==> config.mk <==
export PLATFORM = sky130hd
export DESIGN_NAME = uart_rx_8n1
export DESIGN_NICKNAME = d
export VERILOG_FILES = /design/src/rtl/uart_rx_8n1.sv
export SDC_FILE = /design/constraint.sdc
export NUM_CORES = 1
export LEC_CHECK = 0
export ABC_AREA = 1
export ABC_CLOCK_PERIOD_IN_PS = 1830
export CORE_UTILIZATION = 40
export DETAILED_ROUTE_END_ITERATION = 10
export GPL_TIMING_DRIVEN = 0
export PLACE_DENSITY_LB_ADDON = 0.12
export SLEW_MARGIN = 15
export SYNTH_ARGS = -nofsm -noshare
export SYNTH_HDL_FRONTEND = slang
export SYNTH_SLANG_ARGS = --single-unit
export TNS_END_PERCENT = 20
==> constraint.sdc <==
create_clock -name clk_i -period 1.83 [get_ports clk_i]
set_clock_uncertainty 0.15 [all_clocks]
set_input_delay 0.183 -clock clk_i [delete_from_list [all_inputs] [get_ports clk_i]]
set_output_delay 0.183 -clock clk_i [all_outputs]
set_load 0.02 [all_outputs]
==> src/rtl/uart_rx_8n1.sv <==
`timescale 1ns/1ps
`default_nettype none
// ============================================================================
//  Module      : uart_rx_8n1
//  Description : UART receiver, 8 data bits, no parity, 1 stop bit, LSB first.
//                Samples the asynchronous RX line through a 2-flop
//                synchroniser and hands bytes to the consumer through a
//                one-entry valid/ready output register.
//  Revision    : 1.0  initial release
// ============================================================================
module uart_rx_8n1 #(
    parameter int CLK_FREQ = 25000000,
    parameter int BAUDRATE = 9600
) (
    input  logic       clk_i,
    input  logic       rst_n_i,
    input  logic       rx_i,
    output logic [7:0] rx_data,
    output logic       rx_valid,
    input  logic       rx_ready,
    output logic       frame_err,
    output logic       overrun,
    output logic       busy
);

    localparam int CLKS_PER_BIT = CLK_FREQ / BAUDRATE;
    localparam int HALF_BIT     = CLKS_PER_BIT / 2;
    localparam int CNT_W        = $clog2(CLKS_PER_BIT + 1);

    localparam logic [CNT_W-1:0] CNT_HALF_LAST = CNT_W'(HALF_BIT - 1);
    localparam logic [CNT_W-1:0] CNT_BIT_LAST  = CNT_W'(CLKS_PER_BIT - 1);

    typedef enum logic [2:0] {
        S_IDLE  = 3'd0,
        S_START = 3'd1,
        S_DATA  = 3'd2,
        S_STOP  = 3'd3,
        S_BRK   = 3'd4
    } state_t;

    state_t           state_q, state_d;
    logic [CNT_W-1:0] cnt_q, cnt_d;
    logic [2:0]       bit_idx_q, bit_idx_d;
    logic [7:0]       shreg_q, shreg_d;
    logic             rx_meta_q, rx_s_q;
    logic [7:0]       rx_data_q, rx_data_d;
    logic             rx_valid_q, rx_valid_d;
    logic             frame_err_q, frame_err_d;
    logic             overrun_q, overrun_d;
    logic             deliver;
    logic             stop_low;

    // Two-flop synchroniser; resets to the idle-high line level
    always_ff @(posedge clk_i or negedge rst_n_i) begin
        if (!rst_n_i) begin
            rx_meta_q <= 1'b1;
            rx_s_q    <= 1'b1;
        end else begin
            rx_meta_q <= rx_i;
            rx_s_q    <= rx_meta_q;
        end
    end

    // Frame FSM, bit timer, bit index, shift register and output register state
    always_ff @(posedge clk_i or negedge rst_n_i) begin
        if (!rst_n_i) begin
            state_q     <= S_IDLE;
            cnt_q       <= '0;
            bit_idx_q   <= '0;
            shreg_q     <= '0;
            rx_data_q   <= '0;
            rx_valid_q  <= 1'b0;
            frame_err_q <= 1'b0;
            overrun_q   <= 1'b0;
        end else begin
            state_q     <= state_d;
            cnt_q       <= cnt_d;
            bit_idx_q   <= bit_idx_d;
            shreg_q     <= shreg_d;
            rx_data_q   <= rx_data_d;
            rx_valid_q  <= rx_valid_d;
            frame_err_q <= frame_err_d;
            overrun_q   <= overrun_d;
        end
    end

    // Next-state logic: timer restarts on every state entry and every data sample
    always_comb begin
        state_d   = state_q;
        cnt_d     = cnt_q + 1'b1;
        bit_idx_d = bit_idx_q;
        shreg_d   = shreg_q;
        deliver   = 1'b0;
        stop_low  = 1'b0;
        case (state_q)
            S_IDLE: begin
                cnt_d = '0;
                if (!rx_s_q) begin
                    state_d = S_START;
                end
            end
            S_START: begin
                if (cnt_q == CNT_HALF_LAST) begin
                    cnt_d = '0;
                    if (!rx_s_q) begin
                        state_d   = S_DATA;
                        bit_idx_d = '0;
                    end else begin
                        // Start bit gone by mid-bit: treat as a glitch
                        state_d = S_IDLE;
                    end
                end
            end
            S_DATA: begin
                if (cnt_q == CNT_BIT_LAST) begin
                    cnt_d     = '0;
                    shreg_d   = {rx_s_q, shreg_q[7:1]};
                    bit_idx_d = bit_idx_q + 3'd1;
                    if (bit_idx_q == 3'd7) begin
                        state_d = S_STOP;
                    end
                end
            end
            S_STOP: begin
                if (cnt_q == CNT_BIT_LAST) begin
                    cnt_d = '0;
                    if (rx_s_q) begin
                        deliver = 1'b1;
                        state_d = S_IDLE;
                    end else begin
                        stop_low = 1'b1;
                        state_d  = S_BRK;
                    end
                end
            end
            S_BRK: begin
                // Hold off until the line returns high so a break cannot re-trigger
                cnt_d = '0;
                if (rx_s_q) begin
                    state_d = S_IDLE;
                end
            end
            default: begin
                cnt_d   = '0;
                state_d = S_IDLE;
            end
        endcase
    end

    // Output register: load on delivery if free or being drained, else flag overrun
    always_comb begin
        rx_data_d   = rx_data_q;
        rx_valid_d  = rx_valid_q;
        frame_err_d = stop_low;
        overrun_d   = 1'b0;
        if (deliver) begin
            if (!rx_valid_q || rx_ready) begin
                rx_data_d  = shreg_q;
                rx_valid_d = 1'b1;
            end else begin
                overrun_d = 1'b1;
            end
        end else if (rx_valid_q && rx_ready) begin
            rx_valid_d = 1'b0;
        end
    end

    assign rx_data   = rx_data_q;
    assign rx_valid  = rx_valid_q;
    assign frame_err = frame_err_q;
    assign overrun   = overrun_q;
    assign busy      = (state_q != S_IDLE);

endmodule
`default_nettype wire

==> flow_results.org <==
** Yosys
- Flip-flop and latch count after synthesis :: 39
- Number of library cell types mapped by synthesis :: 25
- The number of nets handed over by synthesis was 221.
- Of all cell types, the one taking the most synthesized area is sky130_fd_sc_hd__dfrtp_1.
- The share of the Yosys chip area taken by registers is 0.523.
- After synthesis the cells add up to 1870 um^2.
- Ys Warns :: 0
- The share of synthesized area in the top cell type comes to 0.495.
- After synthesis, the cell types taking the most area are sky130_fd_sc_hd__dfrtp_1, sky130_fd_sc_hd__nand2_1, sky130_fd_sc_hd__inv_1, sky130_fd_sc_hd__a21oi_1, sky130_fd_sc_hd__nor2_1.
- Cells after synthesis :: 213
- Average cell area after synthesis :: 8.78 um^2

** Power
- Sequential cell fraction of total power :: 0.588
- The internal power of the cells totals 1140 uW.
- The share of total power dissipated in combinational logic is 0.021.
- Of the total power, the share spent switching nets is 0.225.
- Power per cell area :: 665 nW/um^2
- Static leakage power :: 0.00102 uW
- VDD sags by at most 330 uV.
- Of the total power, the clock network draws 0.390.
- For this design the total switching power over the nets is 331 uW.

** Clocking
- After clock tree synthesis, the clock-pin slew on the worst setup and hold paths is 80 ps.
- CTS tree :: yes
- Maximum clock insertion buffer count :: 2
- Clock sink count :: 39
- Clock latency at the later pin of the worst-skew pair :: 290 ps
- CTS built an H-tree with a depth of 2.
- The tree is rooted in a sky130_fd_sc_hd__clkbuf_8.
- Number of buffers created by CTS :: 5
- Number of post-CTS setup repair buffers :: 0

** Setup path
- Worst Path Required :: 1840 ps
- Critical path fanouts, max :: 10
- Setup crit start kind :: flip-flop
- The worst setup path is captured at a flip-flop.
- Number of cells traversed by the worst register-to-register path :: 8
- Endpoint arrival time on the critical path :: 1690 ps
- Crit path kind :: reg2reg

** Timing
- Setup repair after global routing left no endpoint under its margin.
- Timing would allow up to 0.597 GHz.
- Crit share post-route :: 0.916
- Crit path setup slack, layout :: 154 ps
- Final critical delay including setup and external delays :: 1680 ps
- Slew at the pin with the worst max-slew slack :: 376 ps
- The final number of max-transition violations was 0.
- Summed negative setup slack over all endpoints :: 0 ps
- Worst slew slack as a fraction of its limit :: 0.748
- Setup violators final :: 0
- Final-report hold violation count :: 0

** Routing
- Before antenna repair, the detailed router went through 4 iterations.
- Once detail routing completed, the nets flagged for antenna violations numbered 0.
- In the routed layout, each cell is associated on average with a via count of 4.73.
- Wires add up to 3410 um.
- Routed via count :: 1371
- For this block, the initial DRC count from the detailed router was 98.
- Detailed-route DRC error count :: 0
- Wire length per cell after detailed routing :: 11.8 um

** Hold path
- The min-delay analysis places its worst path in the category in2reg.
- Worst hold path depth :: 1

** Final layout
- Share of cells above drive strength 1 :: 0.155
- Post-layout nets :: 245
- Leaving out fill and tap cells, the most frequent cell in the layout is sky130_fd_sc_hd__nand2_1.
- Antenna diode count :: 0
- Measured on the finished design, the core utilization comes to 0.502.
- Commonest cells after routing, fill and taps aside :: sky130_fd_sc_hd__nand2_1, sky130_fd_sc_hd__dfrtp_1, sky130_fd_sc_hd__inv_1
- Area growth from synthesis to layout :: 18.5%
- Fill cells :: 430

** GRT
- For this run, the total global-route usage over all layers was measured as 0.155.
- Wire length of the first global-routing pass :: 5990 um
- Global route overflow :: 0
- Via count of the first global-routing pass :: 1339
- Antenna violations before repair :: 0
- Entering global routing, the biggest net connects 26 pins.

** Floorplanning
- Pin placement for this block handled 16 I/O pins.
- Count of standard-cell rows :: 24
- Die outline area :: 4950 um^2
- Measured along the x axis, the die boundary spans 70.4 um.
- Placeable Area :: 4410 um^2
- Effective utilization at floorplan :: 0.423
- The die is 70.4 um tall.

** Run status
- The flow ran to the end, and the final reports show no timing, DRC or antenna violations.

** Flow run
- Across the run, the number of max-cap violations was 0.

** Place
- Detailed placement finished with a half-perimeter wire length of 2450 um.
- Routability-driven placement finished with a final weighted congestion of 0.879.
- Timing analysis after detailed placement gives a worst setup slack of 8.50 ps.
- Port buffering added 15 buffers.
## path summary, 6_finish.rpt
| kind | start | slack [ps] | to |
|---|---|---|---|
| min in group asynchronous | rst_n_i | 180 | bit_idx_q[2]$_DFFE_PN0P_ |
| worst min-delay path | rx_i | 140 | rx_meta_q$_DFF_PN1_ |
| worst max register to register | cnt_q[1]$_DFF_PN0_ | 150 | cnt_q[5]$_DFF_PN0_ |
| max in group asynchronous | rst_n_i | 900 | shreg_q[1]$_DFFE_PN0P_ |
| worst min register to register | rx_meta_q$_DFF_PN1_ | 210 | rx_s_q$_DFF_PN1_ |
| worst max-delay path | cnt_q[1]$_DFF_PN0_ | 150 | cnt_q[5]$_DFF_PN0_ |
## routing by layer
metal  wire, um  global-route usage  vias to the layer above
met2       1530               0.233                       23
met1       1720               0.216                      634
met3        133              0.0505                        4
li1           -                   -                      710
met4         25              0.0400                        0
met5          0                   0                        -
## cell usage after synthesis
cell type,number
sky130_fd_sc_hd__nor2_2,3
sky130_fd_sc_hd__xnor2_1,2
sky130_fd_sc_hd__nand3_4,2
sky130_fd_sc_hd__nand2_1,61
sky130_fd_sc_hd__dfstp_2,2
sky130_fd_sc_hd__a21oi_1,15
sky130_fd_sc_hd__nand4_2,1
sky130_fd_sc_hd__o21ai_0,11
sky130_fd_sc_hd__or2_2,1
sky130_fd_sc_hd__dfrtp_1,37
sky130_fd_sc_hd__inv_2,2
sky130_fd_sc_hd__buf_6,2
sky130_fd_sc_hd__xor2_1,6
sky130_fd_sc_hd__a211oi_1,1
sky130_fd_sc_hd__nor3_1,1
sky130_fd_sc_hd__o21ai_1,1
sky130_fd_sc_hd__nand3_2,1
sky130_fd_sc_hd__nand3_1,5
sky130_fd_sc_hd__nor2_1,19
sky130_fd_sc_hd__clkbuf_1,1
sky130_fd_sc_hd__o21ai_2,4
sky130_fd_sc_hd__nand2_2,3
sky130_fd_sc_hd__ha_1,4
sky130_fd_sc_hd__inv_1,25
sky130_fd_sc_hd__nor2_4,3
## worst max-delay path: stages (launching register included)
cell and delay, ps:
sky130_fd_sc_hd__dfrtp_2 430, sky130_fd_sc_hd__inv_1 60, sky130_fd_sc_hd__ha_1 130, sky130_fd_sc_hd__nand2_1 50, sky130_fd_sc_hd__nor2_1 100, sky130_fd_sc_hd__nand3_1 100
sky130_fd_sc_hd__nand2_1 150, sky130_fd_sc_hd__clkbuf_2 260, sky130_fd_sc_hd__a21oi_1 100
## what timing repair did
item                                    CTS  global route
endpoints found under the setup margin    6            32
hold buffers                              1             0
gates resized for setup                   2             5
endpoints found under the hold margin    39             0
pin swaps                                 0             1
## registers in the layout (all words and copies together), names as in the netlist
register,count
state_q,3
rx_valid,1
rx_data,8
cnt_q,12
rx_meta_q,1
frame_err,1
shreg_q,8
overrun,1
rx_s_q,1
bit_idx_q,3
## stage by stage
step | hold WS, ps | cell area (um^2) | instances | total power, uW
finish | 137 | 2210 | 290 | 1470
global route | 133 | 2210 | 290 | 1530
CTS | 131 | 2190 | 290 | 1500
detailed placement | -32.4 | 2100 | 281 | 916
global placement | 200 | 2080 | 280 | 912
floorplan | -263 | 1870 | 213 | 887
## final cells by class
cell class	count	area [um^2]	area share
Buffer	3	27.5	0.0124
Clock buffer	6	72.6	0.0328
Clock inverter	2	12.5	0.00565
Inverter	27	101	0.0458
Multi-Input combinational cell	144	781	0.353
Sequential cell	39	981	0.443
Tap cell	52	65.1	0.0294
Timing Repair Buffer	17	174	0.0785
## logic make-up after synthesis
group                      Yosys count  synth area share
AOI/OAI and AO/OA                   32            0.0950
xor gates and xnor gates             8            0.0375
adders and majority gates            4            0.0268
buffers and inverters               30            0.0683
DFF                                 39             0.523
and+or+nand+nor                    100             0.249
## power by group through the flow
| stage | combinational, uW | sequential [uW] | clock (uW) |
|---|---|---|---|
| after global routing | 36.9 | 867 | 628 |
| after CTS | 33.7 | 867 | 597 |
| after global placement | 27.8 | 884 | 0 |
| after detailed placement | 32.0 | 884 | 0 |
| after floorplan | 3.02 | 884 | 0 |
| final | 31.5 | 867 | 575 |
(Power assumes the default switching activity.)
